[src/rtl/lcd_pkg.sv]
// Shared definitions for the LCD bus master: state encoding and default timing.
package lcd_pkg;

  typedef enum logic [2:0] {
    IDLE  = 3'd0,
    WR    = 3'd1,
    GAP_W = 3'd2,
    POLL  = 3'd3,
    GAP_P = 3'd4
  } lcdState_t;

  localparam int DEF_STROBE_CYCLES = 20;
  localparam int DEF_GAP_CYCLES    = 4;
  localparam int DEF_POLL_LIMIT    = 1000;

  // Width of the per-state duration counter.
  localparam int TIMER_W = 16;

endpackage

[src/rtl/lcd_cycle_timer.sv]
// Per-state duration counter. A start pulse loads a cycle count; done is
// high during the last cycle of the loaded duration, so a state that starts
// the timer on entry and leaves on done lasts exactly loadValue clocks.
module lcd_cycle_timer #(
  parameter int W = 16
) (
  input  logic         clk,
  input  logic         rst,
  input  logic         start,
  input  logic [W-1:0] loadValue,
  output logic         done
);

  logic [W-1:0] count;
  logic         active;

  // Load on start, otherwise count down while active and stop at zero.
  always_ff @(posedge clk or posedge rst) begin
    if (rst) begin
      count  <= '0;
      active <= 1'b0;
    end else if (start) begin
      count  <= loadValue - 1'b1;
      active <= 1'b1;
    end else if (active) begin
      if (count == '0) begin
        active <= 1'b0;
      end else begin
        count <= count - 1'b1;
      end
    end
  end

  assign done = active && (count == '0);

endmodule

[src/rtl/lcd_bus_master.sv]
// LCD controller bus master: writes one byte (command or data) with an
// nCS/nWR strobe, then polls the busy flag with nCS/nRD read cycles until the
// controller reports ready or the poll limit is reached.
//
// Request handshake: a request transfers on a rising edge where req_valid and
// req_ready are both 1; req_ready is 1 only in IDLE, and the request fields
// are captured on that same edge and held until the transaction ends.
module lcd_bus_master
  import lcd_pkg::*;
#(
  parameter int STROBE_CYCLES = DEF_STROBE_CYCLES,
  parameter int GAP_CYCLES    = DEF_GAP_CYCLES,
  parameter int POLL_LIMIT    = DEF_POLL_LIMIT
) (
  input  logic       clk,
  input  logic       rst,
  input  logic       req_valid,
  output logic       req_ready,
  input  logic       req_rs,
  input  logic [7:0] req_data,
  output logic       nCS,
  output logic       nWR,
  output logic       nRD,
  output logic       RS,
  output logic [7:0] db_out,
  output logic       db_oe,
  input  logic [7:0] db_in,
  output logic       busy,
  output logic       timeout,
  output logic [6:0] lcd_addr
);

  localparam int PCW = (POLL_LIMIT > 1) ? $clog2(POLL_LIMIT) : 1;

  lcdState_t          state;
  lcdState_t          nextState;
  logic               timerStart;
  logic [TIMER_W-1:0] timerLoad;
  logic               timerDone;
  logic [PCW-1:0]     pollCnt;
  logic               busyFlag;
  logic               accept;
  logic               pollLast;

  assign accept   = req_valid && req_ready;
  assign pollLast = (pollCnt == PCW'(POLL_LIMIT - 1));

  lcd_cycle_timer #(.W(TIMER_W)) uTimer (
    .clk       (clk),
    .rst       (rst),
    .start     (timerStart),
    .loadValue (timerLoad),
    .done      (timerDone)
  );

  // State register.
  always_ff @(posedge clk or posedge rst) begin
    if (rst) state <= IDLE;
    else     state <= nextState;
  end

  // Next-state logic; the timer is reloaded on every state entry.
  always_comb begin
    nextState  = state;
    timerStart = 1'b0;
    timerLoad  = '0;
    case (state)
      IDLE: if (accept) begin
        nextState  = WR;
        timerStart = 1'b1;
        timerLoad  = TIMER_W'(STROBE_CYCLES);
      end
      WR: if (timerDone) begin
        nextState  = GAP_W;
        timerStart = 1'b1;
        timerLoad  = TIMER_W'(GAP_CYCLES);
      end
      GAP_W: if (timerDone) begin
        nextState  = POLL;
        timerStart = 1'b1;
        timerLoad  = TIMER_W'(STROBE_CYCLES);
      end
      POLL: if (timerDone) begin
        nextState  = GAP_P;
        timerStart = 1'b1;
        timerLoad  = TIMER_W'(GAP_CYCLES);
      end
      GAP_P: if (timerDone) begin
        if (!busyFlag || pollLast) begin
          nextState = IDLE;
        end else begin
          nextState  = POLL;
          timerStart = 1'b1;
          timerLoad  = TIMER_W'(STROBE_CYCLES);
        end
      end
      default: nextState = IDLE;
    endcase
  end

  // Registered bus outputs, decoded from the state being entered.
  always_ff @(posedge clk or posedge rst) begin
    if (rst) begin
      nCS       <= 1'b1;
      nWR       <= 1'b1;
      nRD       <= 1'b1;
      RS        <= 1'b0;
      db_out    <= 8'h00;
      db_oe     <= 1'b0;
      busy      <= 1'b0;
      req_ready <= 1'b1;
    end else begin
      nCS       <= !((nextState == WR) || (nextState == POLL));
      nWR       <= (nextState != WR);
      nRD       <= (nextState != POLL);
      db_oe     <= (nextState == WR);
      busy      <= (nextState != IDLE);
      req_ready <= (nextState == IDLE);
      if (accept) begin
        RS     <= req_rs;
        db_out <= req_data;
      end else if (nextState == POLL) begin
        RS <= 1'b0;
      end
    end
  end

  // Poll bookkeeping: sample status on the last read clock, count polls,
  // flag a timeout when the limit is exhausted.
  always_ff @(posedge clk or posedge rst) begin
    if (rst) begin
      busyFlag <= 1'b0;
      lcd_addr <= 7'h00;
      pollCnt  <= '0;
      timeout  <= 1'b0;
    end else begin
      if (accept) begin
        timeout <= 1'b0;
        pollCnt <= '0;
      end
      if ((state == POLL) && timerDone) begin
        busyFlag <= db_in[7];
        lcd_addr <= db_in[6:0];
      end
      if ((state == GAP_P) && timerDone && busyFlag) begin
        if (pollLast) timeout <= 1'b1;
        else          pollCnt <= pollCnt + 1'b1;
      end
    end
  end

endmodule
[config.mk]
export PLATFORM = sky130hd
export DESIGN_NAME = lcd_bus_master
export DESIGN_NICKNAME = d
export VERILOG_FILES = /design/src/rtl/lcd_pkg.sv /design/src/rtl/lcd_cycle_timer.sv /design/src/rtl/lcd_bus_master.sv
export SDC_FILE = /design/constraint.sdc
export NUM_CORES = 1
export LEC_CHECK = 0
export CORE_MARGIN = 2
export CORE_UTILIZATION = 45
export DETAILED_ROUTE_END_ITERATION = 7
export HOLD_SLACK_MARGIN = 0.1
export PLACE_DENSITY = 0.69
export SLEW_MARGIN = 20
export SYNTH_ARGS = -nofsm -noshare
export SYNTH_HDL_FRONTEND = slang
export SYNTH_SLANG_ARGS = --single-unit
[constraint.sdc]
create_clock -name clk -period 3.6 [get_ports clk]
set_input_delay 0.54 -clock clk [delete_from_list [all_inputs] [get_ports clk]]
set_output_delay 0.54 -clock clk [all_outputs]
set_load 0.1 [all_outputs]
==> results.md <==
- Vias per cell: ~5.4
- Met2 Resource Use GR: 0.290
- Dpl hpwl: 3.74 mm
- Worst skew pair latency: 310 ps
- Hold_sp: db_out[4]$_DFFE_PP0P_
- Top Ports: 43
- Layout cells sized above 1: 0.112
- Clock root cell: clkbuf_8
- Worst R2R Setup Slack: 690 ps
- Startpoint Class: register
- Met3 usage: 0.0389
- Max Clk Rate: 344 MHz
- Largest net degree at the start of global routing: 55
- Vias in the first global route: 1929
- Post-synthesis sequential area ratio: 0.508
- R2r startpoint: state[0]$_DFF_PP0_
- Critical Path RT: 3780 ps
- Pwr dens: 343 mW/mm^2
- Post-Syn Nets: 295
- Post-Route WL: 5.41 mm
- Slew Viols, Final: 0
- Hold Path End: db_out[4]$_DFFE_PP0P_
- Clock Skew: 11.1 ps
- Most used routing layer: met2
- Ant diodes: 0
- Post-cts resize count: 0
- Worst Hold Class: reg -> reg
- DRT antenna net count: 0
- Crit Path Max Fanout: 17
- Num CTS Buffers: 5
- Setup repair bufs after CTS: 0
- Setup crit end kind: register
- Reg clk slew, reported paths: approximately 100 ps
- Ys async rst share: 1.00
- Outcome: complete, no violations
- Post-synth EDFFs: 0
- Top delay family on crit path: simple AND/OR/NAND/NOR gates
- Commonest non-fill, non-tap cell in the layout: dfrtp_1
- CTS tree: yes
- Arr. time, crit path: between 3000 and 4000 ps
- Hold-fix buffers, CTS: 0
- Crit path buffers/inverters: 1
- Total number of vias: ~2100
- Final Hold Vio Count: 0
- Antenna violations before repair: 0
- Total grt overflow: 0
- Fin crit share: 0.808
- Leak: 1.36 nW
- Die area: 0.00656 mm^2
- Count of buffers from port buffering: 42
- Row cnt: 28
- Syn Area/Cell: 9.85 um^2
- Top FF cell, synth: dfrtp_1
- Post-route setup TNS: 0 ps
- Clock buffer depth: 2
- H-tree Lvls: 2
- Gr usage total: 0.175
- Ys Warns: 0
- Unique masters post-synth: 50
- First-pass GRT wire length: 9.02 mm
- Max_slew headroom: 0.345
- Min Clock Period, post-route: between 2000 and 3000 ps
- Die width: approximately 81 um
- Post-route DRC violation count: 0
- Drt first pass iters: 6
- RSZ-0062 raised after global routing: false
- Post-DR wirelength/cell: approximately 14 um
- CP peak stage delay: between 500 and 600 ps
- Flops & latches, synth: 54
- Initial core utilization: 0.459
- FF-to-FF path depth: 8
- Reg-to-Reg End: uTimer.count[7]$_DFFE_PP0P_
- Worst Max-Slew Pin Slew: between 900 and 1000 ps
- Gate Count Post-Synth: 271
- CP max-delay cell: nor4bb_1
- Grt met1 use: 0.236
- Die height: 81.0 um
- Final setup viols: 0
- Most frequent cells in the layout: dfrtp_1 (50), nand2_1 (43), clkdlybuf4s50_1 (42)
- Core ar.: 0.00582 mm^2
- Gpl congestion: 0.844
- CP Cell Sequence: nor4bb_1 > o31ai_1 > o21a_1 > or2_2 > ha_1 > nor3_1 > buf_4 > a21oi_1
- Worst vdd ir: 308 uV
- P&R area growth vs syn: 22.8%
- Final net count: 336
- WHS Path Cells: 2
- Core Util, Final: 0.563
- CP Class: reg -> reg
- 1st-iter DRT viols: 132
- Mapped cell area: 0.00267 mm^2
- Clock sinks: 54
- Max cap viols: 0
==> power breakdown <==
| group | internal, mW | switching (mW) | leakage [nW] |
|---|---|---|---|
| Combinational | 0.0313 | 0.0599 | 0.666 |
| Sequential | 0.614 | 0.00635 | 0.631 |
| Clock | 0.209 | 0.203 | 0.0585 |
| Total | 0.854 | 0.269 | 1.36 |
==> stage by stage <==
stage | instance area [um^2] | total power, mW | hold slack (ps) | setup WS (ps) | instances
6_report | 3280 | 1.12 | 486 | 692 | 388
5_1_grt | 3280 | 1.17 | 516 | 546 | 388
4_1_cts | 3280 | 1.14 | 493 | 689 | 388
3_5_place_dp | 3160 | 0.725 | 469 | 705 | 380
3_3_place_gp | 3160 | 0.723 | 459 | 761 | 380
2_1_floorplan | 2670 | 0.687 | 473 | 556 | 271
==> state kept, by name, indices dropped and copies added, names as in the netlist, 3 cells and up <==
name and cells:
db_out 8, lcd_addr 7, pollCnt 10, state 3
uTimer.count 16
==> layer usage <==
layer | routed length [um] | part of all wire
met2 | 2620 | 0.48
met4 | 48 | 0.0089
met5 | 0 | 0
met1 | 2520 | 0.46
met3 | 232 | 0.043
==> how the worst max path moves through the flow <==
stage,start,end,depth (start not counted)
detailed placement,uTimer.count[8]$_DFFE_PP0P_,pollCnt[5]$_DFF_PP0_,5
global placement,uTimer.count[8]$_DFFE_PP0P_,pollCnt[5]$_DFF_PP0_,5
global route,state[0]$_DFF_PP0_,uTimer.count[12]$_DFFE_PP0P_,8
floorplan,req_ready$_DFF_PP1_,uTimer.count[10]$_DFFE_PP0P_,10
CTS,uTimer.count[8]$_DFFE_PP0P_,pollCnt[5]$_DFF_PP0_,5
finish,state[0]$_DFF_PP0_,uTimer.count[7]$_DFFE_PP0P_,8
==> tightest hold or removal path, delay by kind of cell (launching register included) <==
| kind | cells | cell delay (ps) |
|---|---|---|
| flops | 1 | 350 |
| simple gates | 2 | 110 |
==> layout make-up <==
cell class | instances | area, um^2
repair buffers | 48 | 465
inverters | 5 | 20.0
clock inverters | 3 | 43.8
well taps | 75 | 93.8
multi-input cells | 198 | 1230
clock buffers | 5 | 68.8
flip-flops and latches | 54 | 1360
fillers | 546 | 2540
==> synth_stat cells (all sizes together), types with 6 or more instances <==
cell type	count	area share
a21oi	18	0.034
buf	6	0.013
clkbuf	8	0.011
dfrtp	50	0.47
mux2	9	0.038
nand2	43	0.060
nand3	12	0.023
nor2	12	0.017
nor3	11	0.023
nor4	7	0.021
o21ai	11	0.021
xnor2	11	0.036
==> kinds of logic (layout without fill, tap and decap cells) <==
group                    after synthesis  after routing  share of synthesized area
AO/OA/AOI/OAI                         53             53                      0.125
buffers and inverters                 19             61                     0.0314
flip-flops                            54             54                      0.508
AND/OR/NAND/NOR                      117            117                      0.229
multiplexers                          11             11                     0.0455
adder cells (fa/ha/maj)                4              4                     0.0188
XOR/XNOR                              13             13                     0.0427
(Power assumes the default switching activity.)
